===== src/rtl/uart_tx_arbiter_if.sv =====
// Bundles the requester and transmitter signals that pass through uart_tx_arbiter.
// The master modport is the arbiter's view. The slave modport is the view of the
// requesters and transmitter around it.
interface uart_tx_arbiter_if #(
  parameter int NREQ = 4
);
  localparam int IDW    = $clog2(NREQ);
  localparam int DATA_W = 8;

  // Requester side
  logic [NREQ-1:0]        req;
  logic [DATA_W*NREQ-1:0] req_data;
  logic [NREQ-1:0]        ack;
  logic [IDW-1:0]         grant_id;
  logic                   busy;

  // Transmitter side
  logic                   tx_write;
  logic [DATA_W-1:0]      tx_data;
  logic                   txrdy;

  // Status
  logic                   timeout_err;

  modport master (
    input  req, req_data, txrdy,
    output ack, grant_id, busy, tx_write, tx_data, timeout_err
  );

  modport slave (
    output req, req_data, txrdy,
    input  ack, grant_id, busy, tx_write, tx_data, timeout_err
  );
endinterface


===== src/rtl/uart_tx_arbiter.sv =====
// uart_tx_arbiter: round-robin sharing of one UART transmitter among NREQ
// byte producers. A byte is granted only when the transmitter is idle. Further
// grants are held off until the transmitter has taken the byte (txrdy falls)
// and finished the frame (txrdy rises again).
//
// Optional feature, enabled by defining the macro UART_ARB_TIMEOUT_EN: a
// watchdog in WAIT_START that gives up after TIMEOUT cycles if the transmitter
// never drops txrdy. It raises a sticky timeout_err and returns to IDLE.
module uart_tx_arbiter #(
  parameter int NREQ    = 4,
  parameter int TIMEOUT = 64
) (
  input  logic               mclkx16,
  input  logic               reset,
  uart_tx_arbiter_if.master  bus
);
  localparam int DATA_W = 8;
  localparam int IDW    = $clog2(NREQ);

  typedef enum logic [1:0] {
    S_IDLE       = 2'd0,
    S_WAIT_START = 2'd1,
    S_WAIT_DONE  = 2'd2
  } state_t;

  state_t              r_state;
  state_t              w_state_nxt;

  // Arbitration
  logic [IDW-1:0]      r_last;
  logic [IDW-1:0]      w_idx;
  logic [IDW-1:0]      w_winner;
  logic                w_found;
  logic                w_grant;
  logic [DATA_W-1:0]   w_data_sel;

  // Next values of the registered outputs
  logic                w_tx_write_nxt;
  logic [NREQ-1:0]     w_ack_nxt;
  logic                w_busy_nxt;

  // Registered outputs
  logic                r_tx_write;
  logic [DATA_W-1:0]   r_tx_data;
  logic [NREQ-1:0]     r_ack;
  logic [IDW-1:0]      r_grant_id;
  logic                r_busy;

  // Watchdog hit in WAIT_START. It stays 0 when the watchdog is compiled out.
  logic                w_cnt_hit;

`ifdef UART_ARB_TIMEOUT_EN
  localparam int CNT_W = $clog2(TIMEOUT + 1);

  logic [CNT_W-1:0]    r_cnt;
  logic [CNT_W-1:0]    w_cnt_inc;
  logic                r_timeout_err;

  // The watchdog fires on the cycle in which the count would reach TIMEOUT.
  // With the count at 0 on the grant edge, that is TIMEOUT edges after the
  // tx_write pulse.
  assign w_cnt_inc = r_cnt + 1'b1;
  assign w_cnt_hit = (r_state == S_WAIT_START) && bus.txrdy &&
                     (w_cnt_inc == CNT_W'(TIMEOUT));

  // Watchdog counter: cleared by a grant, counts cycles spent in WAIT_START.
  always_ff @(posedge mclkx16 or negedge reset) begin
    if (!reset) begin
      r_cnt <= '0;
    end else if (w_grant) begin
      r_cnt <= '0;
    end else if (r_state == S_WAIT_START) begin
      r_cnt <= w_cnt_inc;
    end
  end

  // Sticky error flag. Only reset clears it.
  always_ff @(posedge mclkx16 or negedge reset) begin
    if (!reset) begin
      r_timeout_err <= 1'b0;
    end else if (w_cnt_hit) begin
      r_timeout_err <= 1'b1;
    end
  end

  assign bus.timeout_err = r_timeout_err;
`else
  // Without the watchdog, WAIT_START waits for the transmitter indefinitely.
  logic                w_unused_timeout;

  assign w_cnt_hit        = 1'b0;
  assign w_unused_timeout = (TIMEOUT > 0);
  assign bus.timeout_err  = 1'b0;
`endif

  // Round-robin search: first pending requester after the previous winner.
  always_comb begin
    w_found  = 1'b0;
    w_winner = '0;
    w_idx    = '0;
    for (int k = 1; k <= NREQ; k++) begin
      w_idx = IDW'((int'(r_last) + k) % NREQ);
      if (!w_found && bus.req[w_idx]) begin
        w_found  = 1'b1;
        w_winner = w_idx;
      end
    end
  end

  // A grant happens only from IDLE, with the transmitter idle.
  assign w_grant    = (r_state == S_IDLE) && bus.txrdy && w_found;
  assign w_data_sel = bus.req_data[int'(w_winner)*DATA_W +: DATA_W];

  // State register.
  always_ff @(posedge mclkx16 or negedge reset) begin
    if (!reset) begin
      r_state <= S_IDLE;
    end else begin
      r_state <= w_state_nxt;
    end
  end

  // Next-state logic. Changes on req outside IDLE have no effect here.
  always_comb begin
    w_state_nxt = r_state;
    unique case (r_state)
      S_IDLE: begin
        if (w_grant) begin
          w_state_nxt = S_WAIT_START;
        end
      end
      S_WAIT_START: begin
        if (!bus.txrdy) begin
          w_state_nxt = S_WAIT_DONE;
        end else if (w_cnt_hit) begin
          w_state_nxt = S_IDLE;
        end
      end
      S_WAIT_DONE: begin
        if (bus.txrdy) begin
          w_state_nxt = S_IDLE;
        end
      end
      default: begin
        w_state_nxt = S_IDLE;
      end
    endcase
  end

  // Output decode: one-cycle write/ack pulses on a grant, busy tracks the next state.
  always_comb begin
    w_tx_write_nxt = w_grant;
    w_ack_nxt      = '0;
    if (w_grant) begin
      w_ack_nxt[w_winner] = 1'b1;
    end
    w_busy_nxt     = (w_state_nxt != S_IDLE);
  end

  // Output and arbitration registers. tx_data and grant_id hold until the next grant.
  always_ff @(posedge mclkx16 or negedge reset) begin
    if (!reset) begin
      r_tx_write <= 1'b0;
      r_ack      <= '0;
      r_busy     <= 1'b0;
      r_tx_data  <= '0;
      r_grant_id <= '0;
      r_last     <= IDW'(NREQ - 1);
    end else begin
      r_tx_write <= w_tx_write_nxt;
      r_ack      <= w_ack_nxt;
      r_busy     <= w_busy_nxt;
      if (w_grant) begin
        r_tx_data  <= w_data_sel;
        r_grant_id <= w_winner;
        r_last     <= w_winner;
      end
    end
  end

  assign bus.tx_write = r_tx_write;
  assign bus.tx_data  = r_tx_data;
  assign bus.ack      = r_ack;
  assign bus.grant_id = r_grant_id;
  assign bus.busy     = r_busy;

endmodule


===== src/flat_wrapper.sv =====
// flat-port wrapper written by rule: the top's interface ports become plain ports
module uart_tx_arbiter_flat 
#(
  parameter int NREQ    = 4,
  parameter int TIMEOUT = 64
)
  (mclkx16, reset, bus_req, bus_req_data, bus_txrdy, bus_ack, bus_grant_id, bus_busy, bus_tx_write, bus_tx_data, bus_timeout_err);
  uart_tx_arbiter_if #(.NREQ(NREQ)) bus_i ();
  input  logic mclkx16;
  input  logic reset;
  input wire logic [$bits(bus_i.req)-1:0] bus_req;
  input wire logic [$bits(bus_i.req_data)-1:0] bus_req_data;
  input wire logic [$bits(bus_i.txrdy)-1:0] bus_txrdy;
  output wire logic [$bits(bus_i.ack)-1:0] bus_ack;
  output wire logic [$bits(bus_i.grant_id)-1:0] bus_grant_id;
  output wire logic [$bits(bus_i.busy)-1:0] bus_busy;
  output wire logic [$bits(bus_i.tx_write)-1:0] bus_tx_write;
  output wire logic [$bits(bus_i.tx_data)-1:0] bus_tx_data;
  output wire logic [$bits(bus_i.timeout_err)-1:0] bus_timeout_err;
  assign bus_i.req = bus_req;
  assign bus_i.req_data = bus_req_data;
  assign bus_i.txrdy = bus_txrdy;
  assign bus_ack = bus_i.ack;
  assign bus_grant_id = bus_i.grant_id;
  assign bus_busy = bus_i.busy;
  assign bus_tx_write = bus_i.tx_write;
  assign bus_tx_data = bus_i.tx_data;
  assign bus_timeout_err = bus_i.timeout_err;
  uart_tx_arbiter #(.NREQ(NREQ), .TIMEOUT(TIMEOUT)) u_core (.mclkx16(mclkx16), .reset(reset), .bus(bus_i));
endmodule

===== config.mk =====
export PLATFORM = sky130hd
export DESIGN_NAME = uart_tx_arbiter_flat
export DESIGN_NICKNAME = d
export VERILOG_FILES = /design/src/rtl/uart_tx_arbiter_if.sv /design/src/rtl/uart_tx_arbiter.sv /design/src/flat_wrapper.sv
export SDC_FILE = /design/constraint.sdc
export NUM_CORES = 1
export LEC_CHECK = 0
export CAP_MARGIN = 15
export CORE_ASPECT_RATIO = 1.5
export CORE_MARGIN = 8
export CORE_UTILIZATION = 36
export DETAILED_ROUTE_END_ITERATION = 16
export PLACE_DENSITY_LB_ADDON = 0.05
export SYNTH_ARGS = -nofsm -noshare
export SYNTH_HDL_FRONTEND = slang
export SYNTH_SLANG_ARGS = --single-unit

===== constraint.sdc =====
create_clock -name mclkx16 -period 2 [get_ports mclkx16]
set_input_delay 0.4 -clock mclkx16 [delete_from_list [all_inputs] [get_ports mclkx16]]
set_output_delay 0.4 -clock mclkx16 [all_outputs]
set_load 0.05 [all_outputs]

== Word level (Yosys, flattened, before mapping) ==
Cells that the tools add are included.

* Add/sub/neg operators: 4
* Order comparisons: 6
* Equal/unequal tests: 2
* Shifts and indexed selects: 1
* Mux-type cells: 23
* Reductions and logical operators: 11

{| class="wikitable"
|+ Operator list
! operator !! count
|-
| indexed part select 32 x 6 -> 8 bit || 1
|-
| less-than comparator 2 x 3 -> 1 bit (second input constant) || 5
|-
| two-way mux 2 bit || 7
|-
| two-way mux 1 bit || 9
|-
| binary-select mux 1 bit (select 2 bit) || 4
|-
| logical AND 1 bit || 6
|-
| case mux 2 bit (3 select lines) || 1
|-
| adder 2 x 1 -> 2 bit (second input constant) || 2
|-
| adder 2 bit (second input constant) || 2
|-
| two-way mux 4 bit || 1
|-
| logical NOT 1 bit || 3
|-
| demux 1 bit (select 2 bit) || 1
|-
| == test 2 x 1 -> 1 bit (second input constant) || 1
|-
| == test 2 bit (second input constant) || 1
|-
| >= comparator 2 x 1 -> 1 bit (second input constant) || 1
|-
| logical NOT 2 bit || 1
|-
| nonzero test 2 bit || 1
|}

* Register bits: 20
* Input port bits: 39

== Logic depth before layout (Yosys ltp) ==
* Depth after elaboration: 18
* Depth in mapped cells: 7
* Gate-level depth less buffers: 6

== Least setup slack after synthesis ==
Ideal clock, no wire load.

* Path type: reg-to-reg
* Start point: register u_core.r_last[1]
* End point: register u_core.r_tx_data[1], in the netlist u_core.bus.tx_data[1]
* Data arrival time: 1.743 ns
* Required time: 1.874 ns
* Slack: 0.131 ns
* Stages on the path, launching flop included: 7
* Buffers on the path: 1
* Cell sequence: dfstp_2 -> nand2b_1 -> a21oi_2 -> o221ai_2 -> buf_6 -> mux2_1 -> a221o_1

* Cells in the longest elaborated chain, start to end: 14

{| class="wikitable"
|+ RTL lines
! what !! RTL line !! source
|-
| start, declared || uart_tx_arbiter.sv:30 || <nowiki>logic [IDW-1:0] r_last;</nowiki>
|-
| start signal, assigned || uart_tx_arbiter.sv:168 || <nowiki>r_last <= IDW'(NREQ - 1);</nowiki>
|-
| start signal, assigned || uart_tx_arbiter.sv:176 || <nowiki>r_last <= w_winner;</nowiki>
|-
| adder 2 x 1 -> 2 bit || uart_tx_arbiter.sv:102 || <nowiki>w_idx = IDW'((int'(r_last) + k) % NREQ);</nowiki>
|-
| binary-select mux 1 bit (select 2 bit) || uart_tx_arbiter.sv:103 || <nowiki>if (!w_found && bus.req[w_idx]) begin</nowiki>
|-
| two-way mux 1 bit (implied by the code) || uart_tx_arbiter.sv:103 ||
|-
| two-way mux 1 bit || uart_tx_arbiter.sv:103 ||
|-
| logical NOT 1 bit || uart_tx_arbiter.sv:103 ||
|-
| logical AND 1 bit || uart_tx_arbiter.sv:103 ||
|-
| two-way mux 1 bit || uart_tx_arbiter.sv:103 ||
|-
| logical NOT 1 bit || uart_tx_arbiter.sv:103 ||
|-
| logical AND 1 bit || uart_tx_arbiter.sv:103 ||
|-
| two-way mux 1 bit || uart_tx_arbiter.sv:103 ||
|-
| logical NOT 1 bit || uart_tx_arbiter.sv:103 ||
|-
| logical AND 1 bit || uart_tx_arbiter.sv:103 ||
|-
| two-way mux 2 bit / two-way mux 1 bit (equally long branches) || uart_tx_arbiter.sv:103 ||
|-
| indexed part select 32 x 6 -> 8 bit / logical AND 1 bit (equally long branches) || uart_tx_arbiter.sv:112, uart_tx_arbiter.sv:111 ||
|-
| end signal, assigned || uart_tx_arbiter.sv:174 || <nowiki>r_tx_data <= w_data_sel;</nowiki>
|-
| end, declared || uart_tx_arbiter.sv:44 || <nowiki>logic [DATA_W-1:0] r_tx_data;</nowiki>
|}

Several ways; a longest one is shown, not always the timed one. The select of a mux whose other input is x is not followed.
A chain may end at the register's enable or synchronous reset.

== Worst setup path after layout ==
* Start point: register u_core.r_last[1]
* End point: register u_core.r_tx_data[2], in the netlist u_core.bus.tx_data[2]

Same word-level chain as after synthesis.

==> run_results.csv <==
group,metric,value,unit
status,outcome,"finished clean",
synth,synthesis.area,1140,sq um
floorplan,start_util,36.8,%
routing,drc,0,
floorplan,coreArea,3100,sq um
finish,layout-drive-gt1-share,23.1,%
global_routing,antenna_found_initial,0,
critical_path,critPathArrivalTime,2070,ps
timing,setup_ws,82.8,ps
global_routing,overflow,0,
timing,finalMaxSlewViolations,0,
critical_path,max_stage_delay,590,ps
timing,setup_viol,0,
clocking,cts.sinks,20,
critical_path,reg2reg_slack,80,ps
routing,postRouteAntennaNets,0,
critical_path,reg2reg_depth,6,
floorplan,ioPinCount,56,
routing,wl_met3,210,microns
floorplan,die_area,5260,sq um
power,p_sw_share,39.9,%
routing,routed_wl,3.14,mm
clocking,cts_buffers,3,
power,peakVddDrop,0.590,mV
global_routing,track_usage,13.0,%
min_path,hp-class,"primary input to asynchronous set/reset pin",
power,leakage,0.841,nW
routing,wl_per_cell,15.0,microns
routing,wl_met1,1.16,mm
routing,viasPerCell,4.87,
finish,syn2layout_area_growth,69.2,%
clocking,ctsHoldBuffers,0,
critical_path,path_cells,"nand2b_1 -> a21oi_2 -> o221ai_4 -> buf_12 -> mux2_4 -> a221o_1",
synth,yosysTopAreaCellShare,39.5,%
finish,final_common_cell,"clkdlybuf4s50_1",
timing,maxSlewHeadroom,65.6,%
global_routing,grt_pass1_vias,1168,
power,power_switching,979,uW
routing,vias,1017,
critical_path,worstPathMaxFanout,5,
power,clkPwrFrac,16.6,%
power,pwr-share-seq,26.3,%
routing,maxUsedRoutingLayer,"met4",
clocking,h-tree-depth,1,
synth,synth.area.top_cells,"dfrtp_1, mux2i_1, a221o_1, nand3_1, mux2_1",
placed_design,gp_congestion,0.764,
global_routing,grt_pass1_wl,5.28,mm
routing,dr.first_iter.drc_count,15,
floorplan,rows,25,
floorplan,die_h,84.9,microns
finish,antennaDiodeCount,0,
critical_path,required,2150,ps
synth,synthCells,104,
critical_path,start_kind,"flop",
routing,firstDrtPassIters,4,
synth,ys_seq_elements,20,
critical_path,critPathSlowestCell,"dfstp_2",
critical_path,regToRegEndpoint,"u_core.bus.tx_data[2]",
clocking,worstSkewPairLatency,260,ps
timing,finalHoldViolCount,0,
critical_path,worstSetupPathType,"flop to flop",
flow_run,drv_cap,0,
placed_design,port_buffers,54,
synth,syn_nets,143,
clocking,cts_buffer_depth,2,
placed_design,dp_hpwl,2.53,mm
critical_path,end_kind,"flop",
timing,fmax,0.522,GHz
synth,synth_top_area_cell,"dfrtp_1",
timing,fin_tns_setup,0,ps
power,internal_power,1.47,mW
clocking,cts.clk_slew.worst_paths,80,ps
timing,skew,4.39,ps
critical_path,r2r_start,"u_core.r_last[1]",
power,pwr-share-comb,57.1,%
clocking,cts_root_buf,"clkbuf_8",
placed_design,place_worst_setup_slack,-401,ps
routing,dr_wl_met2,1.74,mm
timing,worst_pin_slew,515,ps
finish,final_cell_mix,"clkdlybuf4s50_1, dfrtp_1, nand3_1, buf_4, nor2_1",
synth,synth-warning-count,0,
synth,synth.distinct_cells,31,
synth,ys_seq_area_share,44.1,%
floorplan,die_width,61.9,microns
finish,fin_nets,209,
timing,rsz0062_at_grt,"no",
timing,min_period_over_period,95.9,%
synth,synth.avg_cell_area,11.0,sq um
global_routing,grt_max_degree,21,
timing,min_period,1920,ps
power,p_per_area,1270,nW/um^2
clocking,cts_tree,"done",
critical path: cells and delay by family (launching register included):
kind,cells,cell delay [ps]
buffers and inverters,1,160
flip-flops,1,590
AO/OA/AOI/OAI,3,620
multiplexers,1,290
AND/OR/NAND/NOR,1,140
kinds of logic after synthesis:
group	after synthesis	share of synthesized area (%)
xor gates and xnor gates	1	0.769
buffers and inverters	8	6.48
AOI/OAI and AO/OA	12	11.4
other	1	0.329
and+or+nand+nor	45	20.7
DFF	20	44.1
muxes	17	16.1
power by group through the flow:
stage               clock network (mW)  logic (mW)  registers (mW)
floorplan                            0       0.445            1.02
global placement                     0        1.26           0.643
detailed placement                   0        1.28           0.641
CTS                              0.412        1.42           0.645
global route                     0.423        1.48           0.665
finish                           0.406        1.40           0.645
metrics by stage:
step	total power, mW	area (sq um)	hold WS (ps)	cells	utilization (%)
floorplan	1.47	1140	104	104	-
global placement	1.91	1760	463	203	56.9
detailed placement	1.92	1760	481	203	56.9
CTS	2.47	1930	481	209	62.3
global route	2.57	1930	497	209	62.3
finish	2.45	1930	473	209	62.3
synth_stat cells:
cell type	count
nor2_1	9
conb_1	1
dfstp_2	2
nor3b_1	2
mux2_4	1
or2b_1	1
mux2_1	5
buf_6	3
or2_2	3
mux2i_1	9
nand2_2	1
nand2_1	5
and2_1	1
dfrtp_1	18
and2b_1	2
clkbuf_8	1
xnor2_1	1
or4_1	1
nand3_1	16
and3b_1	1
mux2_2	2
a21oi_1	1
inv_2	1
a221o_1	8
buf_4	3
nand2b_1	1
nor2_2	1
o31ai_4	1
o221ai_2	1
nor2b_1	1
a21oi_2	1
worst max path at each step:
stage	startpoint	endpoint	slack (ps)
floorplan	u_core.r_last[1]	u_core.bus.tx_data[1]	130
global placement	bus_req[2]	u_core.bus.tx_data[3]	-360
detailed placement	bus_req[2]	u_core.bus.tx_data[5]	-400
CTS	u_core.r_last[1]	u_core.bus.tx_data[2]	80
global route	u_core.r_last[1]	u_core.bus.tx_data[2]	8
finish	u_core.r_last[1]	u_core.bus.tx_data[2]	80
area by class of cell:
class,count,area [sq um]
Clock buffer,3,41.3
Clock inverter,1,30.0
Fill cell,259,1170
Inverter,1,3.75
Multi-Input combinational cell,76,617
Sequential cell,20,503
Tap cell,40,50.0
Timing Repair Buffer,68,683
sequential cells by signal, summed over array words and instances (netlist names):
signal / cells
u_core.bus.tx_write: 1
u_core.bus.tx_data: 8
u_core.r_state: 2
u_core.bus.grant_id: 2
u_core.r_last: 2
u_core.bus.ack: 4
u_core.bus.busy: 1
routing by layer:
metal	track usage [%]	up-vias
met5	0	-
met4	4.17	0
met3	4.69	2
met2	22.5	30
met1	13.7	482
li1	-	503
timing repair:
item                                   4_1_cts  5_1_grt
setup endpoints to repair                    8        0
endpoints found under the hold margin        0        0
gates resized for setup                     15        0
setup buffers                                2        0
Note: power is estimated with default switching activity, not from simulation.
==> variant, RTL diff (same settings) <==
`NREQ` is set to 4 in 3 places; all go to 8.
--- a/src/rtl/uart_tx_arbiter_if.sv
+++ b/src/rtl/uart_tx_arbiter_if.sv
@@ -3,5 +3,5 @@
 // requesters and transmitter around it.
 interface uart_tx_arbiter_if #(
-  parameter int NREQ = 4
+  parameter int NREQ = 8
 );
   localparam int IDW    = $clog2(NREQ);
--- a/src/rtl/uart_tx_arbiter.sv
+++ b/src/rtl/uart_tx_arbiter.sv
@@ -8,5 +8,5 @@
 // never drops txrdy. It raises a sticky timeout_err and returns to IDLE.
 module uart_tx_arbiter #(
-  parameter int NREQ    = 4,
+  parameter int NREQ    = 8,
   parameter int TIMEOUT = 64
 ) (
--- a/src/flat_wrapper.sv
+++ b/src/flat_wrapper.sv
@@ -2,5 +2,5 @@
 module uart_tx_arbiter_flat 
 #(
-  parameter int NREQ    = 4,
+  parameter int NREQ    = 8,
   parameter int TIMEOUT = 64
 )
Interface: changed (resized bus_ack, bus_grant_id, bus_req and bus_req_data); port bits go from 56 to 97. No check against the original RTL was run, so the function may have changed too.
==> variant against the unedited design <==
  * The flow now finishes with violations (setup timing)
  * Global-route usage increased by 3.0 points
  * First-iteration DRC count increased to 5.8 times the old value
  * Area after synthesis increased by 120%
  * Sequential cell count increased by 6
  * Final area increased by 130%
  * Worst setup slack got worse by 1600 ps
  * Fmax decreased by 45%
  * Routed wire length increased to 2.7 times the old value
  * Largest cell class is now multi-input gates
Power is not shown: default switching activity piles up to over one toggle a cycle in this logic, so the estimate is an artifact.
==> variant: results (changes against the unedited design) <==
| Metric | Value |
|---|---|
| Status | `finished with violations` |
| Failing checks | `setup timing` |
| Detailed Routing Iterations Pass 1 | `4 (unchanged)` |
| Final net count | `475 (+130%)` |
| Post-synth ARST share | `1.00 (unchanged)` |
| Max Used Layer | `met4` |
| DRC Markers | `0 (unchanged)` |
| Final setup fails | `25 (+25)` |
| Initial antenna violation count | `0 (unchanged)` |
| Post-DP HPWL | `6.83 mm (+170%)` |
| H-tree Lvls | `1 (unchanged)` |
| Drt first-iter violations | `87 (+72)` |
| WP data arrival | `3670 ps (+1600 ps)` |
| Unique masters post-synth | `55 (+77%)` |
| Clock root cell | `clkbuf_8` |
| Tightest Pin Transition | `539 ps (+24.0 ps)` |
| Main synth FF type | `dfrtp_1` |
| Num CTS Buffers | `3 (unchanged)` |
| Clock Skew | `1.90 ps (-2.49 ps)` |
| Top cells by count, synth | `nor2_1 (34), mux2i_1 (31), dfrtp_1 (23)` |
| Port Buf Inserts | `95 (+76%)` |
| Largest net degree at the start of global routing | `27 (+29%)` |
| Clock Tree Buf Depth | `2 (unchanged)` |
| Sequential area share after synthesis | `0.260 (-0.181)` |
| Worst-path maximum fanout | `6 (+1)` |
| Gpl congestion | `0.825 (+8.0%)` |
| Tot GR Track Use | `0.160 (+0.0296)` |
| First-pass GRT wire length | `13.5 mm (+160%)` |
| Path depth of the worst reg2reg path | `11 (+5)` |
| Synth Net Count | `319 (+120%)` |
| WL met2 | `4.69 mm (+170%)` |
| Worst-skew pair later-pin latency | `260 ps (about the same)` |
| Worst min-delay path class | `in -> async` |
| Routed vias/inst | `5.39 (+11%)` |
| Fraction of layout cells with a size suffix above 1 | `0.411 (+0.180)` |
| WL/cell | `17.8 microns (+19%)` |
| Synth warnings | `0 (unchanged)` |
| Setup WS post-layout | `-1490 ps (-1570 ps)` |
| Fin Setup TNS | `-30,220 ps (-30,220 ps)` |
| Area contributors post-synth | `dfrtp_1 (23%), mux4_2 (13%), mux2i_1 (12%)` |
| Routed met1 length | `3.15 mm (+170%)` |
| Met3 WL | `496 microns (+140%)` |
| Worst-path clk slew | `90 ps` |
| Vias in the first global route | `2,774 (+140%)` |
| Inserted Diodes | `0 (unchanged)` |
variant: cell types whose count changed in the layout (fill, tap and decap cells not counted), moves of 5 or more:
cell,delta
a21oi_1,+5
a21oi_2,+7
a221o_1,-8
a221oi_2,+7
buf_4,+49
buf_6,+5
clkdlybuf4s50_1,+41
dfrtp_1,+5
mux2_2,+5
mux2i_1,+17
mux4_2,+15
nand2_1,+8
nand3_1,-16
nor2_1,+23
variant: cell type report:
class                           count  area, sq um
Tap cell                           78         97.6
Multi-Input combinational cell    195         2020
Sequential cell                    26          654
Timing Repair Buffer              165         1580
Clock inverter                      1         30.0
Fill cell                         556         2350
Inverter                            7         28.8
Clock buffer                        3         41.3
variant: routing by layer:
metal	vias up	GRT usage
met4	0	0.0423
met1	1230	0.174
li1	1238	-
met5	-	0
met3	8	0.0412
met2	82	0.293
variant: cells by family (layout without fill, tap and decap cells):
family | after synthesis | in the layout | synth area share
flops | 26 | 26 | 0.260
xor+xnor | 3 | 3 | 0.0104
buf+inv | 22 | 176 | 0.0467
compound gates | 53 | 54 | 0.178
other cells | 1 | 1 | 0.00149
mux | 66 | 66 | 0.370
simple gates | 69 | 69 | 0.124
fa+ha+maj | 2 | 2 | 0.00993
variant: final timing paths:
path                                                    start  slack [ps]                                 end
max                              u_core.r_last[1]$_DFFE_PN1P_       -1490   u_core.bus.tx_data[0]$_DFFE_PN0P_
min                                                     reset         490       u_core.bus.tx_write$_DFF_PN0_
max reg2reg                      u_core.r_last[1]$_DFFE_PN1P_       -1490   u_core.bus.tx_data[0]$_DFFE_PN0P_
min reg2reg                u_core.bus.grant_id[1]$_DFFE_PN0P_         510  u_core.bus.grant_id[1]$_DFFE_PN0P_
max in group asynchronous                               reset        1210        u_core.r_last[2]$_DFFE_PN1P_
min in group mclkx16       u_core.bus.grant_id[1]$_DFFE_PN0P_         510  u_core.bus.grant_id[1]$_DFFE_PN0P_
variant: timing repair:
item / in CTS / in global routing
gates cloned: 0 / 4
gates resized for setup: 17 / 26
setup buffers: 1 / 1
setup endpoints to repair: 25 / 25
pin swaps: 2 / 6
variant: through the flow:
step,util,instances,worst slack [ps],area (sq um)
finish,0.655,475,-1490,4460
global route,0.655,475,-1550,4460
CTS,0.622,471,-1440,4240
detailed placement,0.601,466,-1600,4090
global placement,0.601,466,-1540,4090
floorplan,-,242,-1440,2650
variant: critical path: stages (launching register included):
cell and delay, ps:
dfstp_2 580, inv_4 50, ha_4 360, buf_6 140
mux4_2 380, mux2_4 310, o21ai_1 120, or4b_4 520
o2bb2ai_4 190, clkbuf_16 200, mux2_4 300, a221oi_2 240
